File: src/rtl/shift_seq_ctrl.sv
// shift_seq_ctrl: full-duplex MSB-first shift frame controller with valid/ready on both sides
module shift_seq_ctrl #(
  parameter int WIDTH = 8,
  parameter int DIV   = 2
) (
  input  logic                       clk,
  input  logic                       reset,
  input  logic                       in_valid,
  output logic                       in_ready,
  input  logic [WIDTH-1:0]           in_data,
  input  logic [$clog2(WIDTH+1)-1:0] in_len,
  input  logic                       abort,
  input  logic                       serial_in,
  output logic                       serial_out,
  output logic                       shift_active,
  output logic                       out_valid,
  input  logic                       out_ready,
  output logic [WIDTH-1:0]           out_data,
  output logic                       busy
);
  localparam int LW = $clog2(WIDTH + 1);
  localparam int DW = (DIV > 1) ? $clog2(DIV) : 1;
  typedef enum logic [1:0] {IDLE, SHIFT, DONE} state_t;
  state_t state_q, state_d;
  logic [WIDTH-1:0] tx_q, tx_d, rx_q, rx_d;
  logic [LW-1:0] len_q, len_d, bit_q, bit_d, eff_len;
  logic [DW-1:0] div_q, div_d;
  logic period_end;
  assign eff_len    = (in_len == '0 || in_len > LW'(WIDTH)) ? LW'(WIDTH) : in_len;
  assign period_end = div_q == DW'(DIV - 1);
  assign in_ready     = state_q == IDLE;
  assign shift_active = state_q == SHIFT;
  assign out_valid    = state_q == DONE;
  assign busy         = state_q != IDLE;
  assign serial_out   = shift_active & tx_q[WIDTH-1];
  assign out_data     = out_valid ? rx_q : '0;
  // state and datapath registers, cleared asynchronously
  always_ff @(posedge clk or posedge reset) begin
    if (reset) begin
      state_q <= IDLE;
      tx_q    <= '0;
      rx_q    <= '0;
      len_q   <= '0;
      bit_q   <= '0;
      div_q   <= '0;
    end else begin
      state_q <= state_d;
      tx_q    <= tx_d;
      rx_q    <= rx_d;
      len_q   <= len_d;
      bit_q   <= bit_d;
      div_q   <= div_d;
    end
  end
  // next state: accept, shift one bit per DIV cycles, abort wins over frame completion
  always_comb begin
    state_d = state_q;
    tx_d    = tx_q;
    rx_d    = rx_q;
    len_d   = len_q;
    bit_d   = bit_q;
    div_d   = div_q;
    case (state_q)
      IDLE: if (in_valid) begin
        tx_d    = in_data;
        rx_d    = '0;
        len_d   = eff_len;
        bit_d   = '0;
        div_d   = '0;
        state_d = SHIFT;
      end
      SHIFT: if (abort) begin
        tx_d    = '0;
        rx_d    = '0;
        bit_d   = '0;
        div_d   = '0;
        state_d = IDLE;
      end else if (period_end) begin
        rx_d    = {rx_q[WIDTH-2:0], serial_in};
        tx_d    = tx_q << 1;
        div_d   = '0;
        bit_d   = bit_q + LW'(1);
        state_d = (bit_q == len_q - LW'(1)) ? DONE : SHIFT;
      end else begin
        div_d = div_q + DW'(1);
      end
      DONE: if (out_ready) state_d = IDLE;
      default: state_d = IDLE;
    endcase
  end
endmodule
File: config.mk
export PLATFORM = sky130hd
export DESIGN_NAME = shift_seq_ctrl
export DESIGN_NICKNAME = d
export VERILOG_FILES = /design/src/rtl/shift_seq_ctrl.sv
export SDC_FILE = /design/constraint.sdc
export NUM_CORES = 1
export LEC_CHECK = 0
export ABC_AREA = 0
export ABC_CLOCK_PERIOD_IN_PS = 3360
export CAP_MARGIN = 20
export CORE_ASPECT_RATIO = 1.1
export CORE_MARGIN = 2
export CORE_UTILIZATION = 40
export CTS_CLUSTER_DIAMETER = 60
export DETAILED_ROUTE_END_ITERATION = 10
export GPL_TIMING_DRIVEN = 0
export PLACE_DENSITY = 0.66
export SYNTH_ARGS = -nofsm -noshare
export SYNTH_HDL_FRONTEND = slang
export SYNTH_SLANG_ARGS = --single-unit
export TNS_END_PERCENT = 10
File: constraint.sdc
create_clock -name clk -period 3.36 [get_ports clk]
set_input_delay 0.672 -clock clk [delete_from_list [all_inputs] [get_ports clk]]
set_output_delay 0.672 -clock clk [all_outputs]
set_load 0.02 [all_outputs]
==> metrics, run 1 <==
Slew Limit Fails 0; actual slew at the worst max-slew pin 0.725 ns; Fill cells 341; Combinational Power Share 34.4%; P&R area growth vs syn 29.9%; Inserted Diodes 0; DIE AREA 3980 sq um; post-layout minimum cycle time 2.81 ns; setup total negative slack 0 ns; RePlAce Congestion 0.751; DR vias/cell 4.95; hold violation total from the final report 0; CTS Buf Count 3; CTS tree done; CP Launch Type flop; clock-pin transition on the worst setup and hold timing paths 0.16 ns; P_sw 0.000303 W; Layout Skew 0.0177 ns; clock power share 17.1%; post-route ant nets 0; leak pwr 0.817 nW; CP dominant cell by count buf_2; first-pass GRT wire length 5210 um; hold slack 0.492 ns; Post-layout nets 212; DRC violations left 0; Worst EP arrival 2.14 ns; core area 3330 sq um; most frequent cells in the layout nand2_1 (34), clkdlybuf4s50_1 (30), dfrtp_1 (27); share of layout cells above drive strength 1 8.38%; post_cts resized 0; routed vias 1182; startpoint of the worst hold path rx_q[7]; footprint of the multi-input gates 638 sq um; Max transition margin 51.5%; unrepaired setup endpoints after global routing false; FF+latch area 676 sq um; Post-Route WL 3090 um; vias in the first global route 1191; Starting Density 42.0%; CP max stage delay 0.53 ns; Syn Nets 176; Clock Tree Root clkbuf_4; first element of the critical path state_q[1]; die height 66.0 um; routed wire length per instance 12.9 um; Tcrit/Tclk final 83.6%; most common cell after layout, fill and taps aside nand2_1; Iter 0 DRT Violations 108; CP bufs+invs 4; Sw Ratio 35.0%; # clock sinks 27; synthesized flop and latch total 27; sequential area share after synthesis 48.3%; crit-path max FO 10; synth warn 0; status finished, final reports clean; total track usage 17.5%; Mapped Area 1400 sq um; Synth Instances 156; Longest Clk Path Bufs 2; register share of total power 48.5%; MaxCap Viol Count 0; clk_lat worst skew 0.34 ns; CP required 2.69 ns; hpwl dp 2230 um; Final Power 0.000867 W; Internal 0.000563 W; Post-CTS Setup Bufs 0; Die X 60.4 um; f_max 356 MHz; Distinct cells, synth 29; DRT Pass-1 Iters 4; largest net degree at the start of global routing 28; CP cell instances nand2b_1, buf_2, buf_2, inv_1, and2_1, clkdlybuf4s50_1; DP Cell Count 234; Power Density 477 nW/um^2; Tightest Hold Check Type flop to flop; Peak VDD IR 0.217 mV; Port Buffers 30; Final Non-Filler Cells 239; Avg Cell Area, Syn 8.96 sq um; crit end category primary output; # H-tree levels 1; Setup CP Type flop to primary output; antenna violations before repair 0; Finish-stage setup viols 0; FP Rows 22; crit-path leading delay family buffers and inverters; reg2reg start div_q; Post-CTS Hold Fix Bufs 0; Worst path slowest cell clkdlybuf4s50_1; I/O Pins 31; GRT overflow 0
-- layer usage --
layer	global-route usage [%]	up-vias	part of all wire, %
met2	30.4	18	51
met5	0	-	0
met1	20.5	567	44
met3	2.74	4	3.6
met4	8.06	0	1.9
li1	-	593	-
-- state kept, by name, summed over array words and instances (netlist names) --
name	cells
len_q	4
state_q	2
div_q	1
rx_q	8
tx_q	8
bit_q	4
-- worst reg2reg max path: cells and delay by family (launching register included) --
kind | cells | cell delay [ns]
AND/OR/NAND/NOR | 3 | 0.37
AO/OA/AOI/OAI | 1 | 0.65
flip-flops | 1 | 0.45
-- synthesized netlist by cell type --
| cell type | instances | area [sq um] |
|---|---|---|
| nand2_1 | 34 | 128 |
| dfrtp_1 | 27 | 676 |
| nand3_1 | 14 | 70.1 |
| and2_1 | 10 | 62.6 |
| a21oi_1 | 7 | 35.0 |
| nor3b_1 | 7 | 52.6 |
| inv_1 | 6 | 22.5 |
| o21ai_0 | 6 | 30.0 |
| o21ai_1 | 6 | 30.0 |
| buf_2 | 4 | 20.0 |
| nor2_1 | 4 | 15.0 |
| buf_6 | 3 | 33.8 |
| nor3_1 | 3 | 15.0 |
| xnor2_1 | 3 | 26.3 |
| xor2_1 | 3 | 26.3 |
| clkbuf_1 | 2 | 7.51 |
| ha_1 | 2 | 25.0 |
| nand2b_1 | 2 | 12.5 |
| nand3b_1 | 2 | 15.0 |
| o21ai_2 | 2 | 17.5 |
| a211o_1 | 1 | 8.76 |
| a211oi_2 | 1 | 12.5 |
| a22o_1 | 1 | 8.76 |
| and2b_1 | 1 | 7.51 |
| nor2_2 | 1 | 6.26 |
| nor4_1 | 1 | 6.26 |
| o2bb2ai_1 | 1 | 8.76 |
| o32a_1 | 1 | 10.0 |
| o32ai_1 | 1 | 8.76 |
-- cell type report --
| type | count | share of cell area, % |
|---|---|---|
| sequential | 27 | 37.2 |
| multi-input combinational | 114 | 35.1 |
| clock inverter | 1 | 0.414 |
| timing repair buffer | 31 | 18.1 |
| inverter | 6 | 1.24 |
| clock buffer | 3 | 1.24 |
| buffer | 9 | 3.38 |
| tap | 48 | 3.31 |
-- worst paths after layout --
path	end	slack (ns)	cells past startpoint
max	serial_out	0.55	6
max reg2reg	rx_q[1]	1.84	4
min reg2reg	rx_q[7]	0.49	2
min	rx_q[7]	0.49	2
min in group asynchronous	rx_q[3]	0.54	2
max in group asynchronous	state_q[1]	2.41	3
-- through the flow --
step / area [sq um] / setup slack (ns) / utilization (%)
2_1_floorplan: 1400 / 1.39 / -
3_3_place_gp: 1760 / 0.920 / 52.8
3_5_place_dp: 1760 / 0.914 / 52.8
4_1_cts: 1790 / 0.534 / 53.7
5_1_grt: 1820 / 0.401 / 54.5
6_report: 1820 / 0.552 / 54.5
-- power by group through the flow --
stage / Combinational, W / Clock, W / Sequential [W]
after floorplan: 0.000211 / 0 / 0.000414
after global placement: 0.000289 / 0 / 0.000422
after detailed placement: 0.000297 / 0 / 0.000427
after CTS: 0.000297 / 0.000151 / 0.000420
after global routing: 0.000334 / 0.000166 / 0.000428
final: 0.000298 / 0.000148 / 0.000421
-- cell families after synthesis --
kind of cell / synth area share [%]
simple gates: 27.9
compound gates: 12.2
fa+ha+maj: 1.79
buf+inv: 6.00
flops: 48.3
xor+xnor: 3.76
No activity file was read; power rests on OpenSTA's default activity.
==> run 2: changes to the inputs <==
- ABC_CLOCK_PERIOD_IN_PS: 3360 -> 2720
- clock period: 3.36 -> 2.72 ns (I/O delays scaled with it)
==> metrics, run 2 (synthesis results as in run 1) <==
Top Registers rx_q (8), tx_q (8); dpl ws 0.402 ns; DRT Pass-1 Iters 4; routed vias 1182; Starting Density 42.0%; GRT overflow 0; Longest Clk Path Bufs 2; Peak VDD IR 0.268 mV; # H-tree levels 1; actual slew at the worst max-slew pin 0.721 ns; post-layout minimum cycle time 2.57 ns; unrepaired setup endpoints after global routing false; CTS Buf Count 3; leak pwr 0.838 nW; Worst EP arrival 2.03 ns; Inserted Diodes 0; most common cell after layout, fill and taps aside nand2_1; first-pass GRT wire length 5210 um; Post-Route WL 3080 um; Post-CTS Hold Fix Bufs 0; Port Buffers 30; hold violation total from the final report 0; I/O Pins 31; share of layout cells above drive strength 1 8.90%; FP Rows 22; Die X 60.4 um; crit-path max FO 10; Post-layout nets 212; Fill cells 341; Combinational Power Share 34.5%; Tightest Hold Check Type input pin to async pin; Iter 0 DRT Violations 108; Final WS setup 0.149 ns; routed wire length per instance 12.9 um; hpwl dp 2230 um; P&R area growth vs syn 30.3%; total track usage 17.5%; Internal 0.000697 W; RePlAce Congestion 0.751; Tcrit/Tclk final 94.5%; status finished, final reports clean; Power Density 588 nW/um^2; Setup CP Type flop to primary output; CP required 2.18 ns; Max transition margin 51.8%; Finish-stage setup viols 0; DIE AREA 3980 sq um; core area 3330 sq um; largest net degree at the start of global routing 28; CP Launch Type flop; post-route ant nets 0; clock power share 17.1%; antenna violations before repair 0; setup total negative slack 0 ns; CTS tree done; MaxCap Viol Count 0; Clock Tree Root clkbuf_4; # clock sinks 27; crit end category primary output; DR vias/cell 4.95; FF+latch area 676 sq um; R2R Setup Slk 1.21 ns; clock-pin transition on the worst setup and hold timing paths 0.16 ns; P_sw 0.000375 W; most frequent cells in the layout nand2_1 (34), clkdlybuf4s50_1 (29), dfrtp_1 (27); first element of the critical path state_q[1]; die height 66.0 um; DRC violations left 0; clk_lat worst skew 0.34 ns; f_max 389 MHz; Layout Skew 0.0174 ns; vias in the first global route 1191; Slew Limit Fails 0; reg2reg start div_q; Sw Ratio 35.0%; register share of total power 48.5%; footprint of the multi-input gates 638 sq um
==> run 2: cell type report <==
| type | count | share of cell area (%) |
|---|---|---|
| timing repair buffer | 31 | 18.1 |
| tap | 48 | 3.30 |
| buffer | 9 | 3.57 |
| inverter | 6 | 1.24 |
| sequential | 27 | 37.1 |
| clock buffer | 3 | 1.24 |
| multi-input combinational | 114 | 35.0 |
| clock inverter | 1 | 0.412 |
==> run 2: timing repair <==
item / CTS / global route
gates resized for setup: 0 / 4
setup endpoints to repair: 0 / 9
buffers inserted: 0 / 0
==> run 2: path summary, 6_finish.rpt <==
check                               endpoint  depth (start not counted)
worst max-delay path            shift_active                          5
worst min-delay path                 rx_q[3]                          2
worst max register to register       rx_q[1]                          4
worst min register to register       rx_q[7]                          2
max in group asynchronous         state_q[1]                          3
min in group clk                     rx_q[7]                          2
==> run 2: power by group through the flow <==
| stage | registers [W] | clock network (W) | logic, W |
|---|---|---|---|
| 2_1_floorplan | 0.000511 | 0 | 0.000261 |
| 3_3_place_gp | 0.000521 | 0 | 0.000357 |
| 3_5_place_dp | 0.000528 | 0 | 0.000367 |
| 4_1_cts | 0.000519 | 0.000186 | 0.000367 |
| 5_1_grt | 0.000529 | 0.000205 | 0.000414 |
| 6_report | 0.000520 | 0.000183 | 0.000369 |
==> run 2: routing by layer <==
metal | track usage, % | part of all wire (%) | up-vias
met1 | 20.5 | 43 | 567
met5 | 0 | 0 | -
met4 | 8.06 | 1.9 | 0
li1 | - | - | 593
met3 | 2.74 | 3.6 | 4
met2 | 30.4 | 51 | 18
==> run 2: critical path, cell delays in order (launching register included) <==
cell and delay [ns]:
dfrtp_1 0.44, nand2b_1 0.16, buf_2 0.19, clkbuf_4 0.21, inv_1 0.10, clkdlybuf4s50_1 0.61
==> run 2: per-stage QoR <==
step	util, %	cells	total power, W	instance area, sq um	hold slack (ns)
floorplan	-	156	0.000772	1400	0.430
global placement	52.8	234	0.000878	1760	0.446
detailed placement	52.8	234	0.000894	1760	0.452
CTS	53.7	238	0.00107	1790	0.488
global route	54.7	239	0.00115	1820	0.388
finish	54.7	239	0.00107	1820	0.407
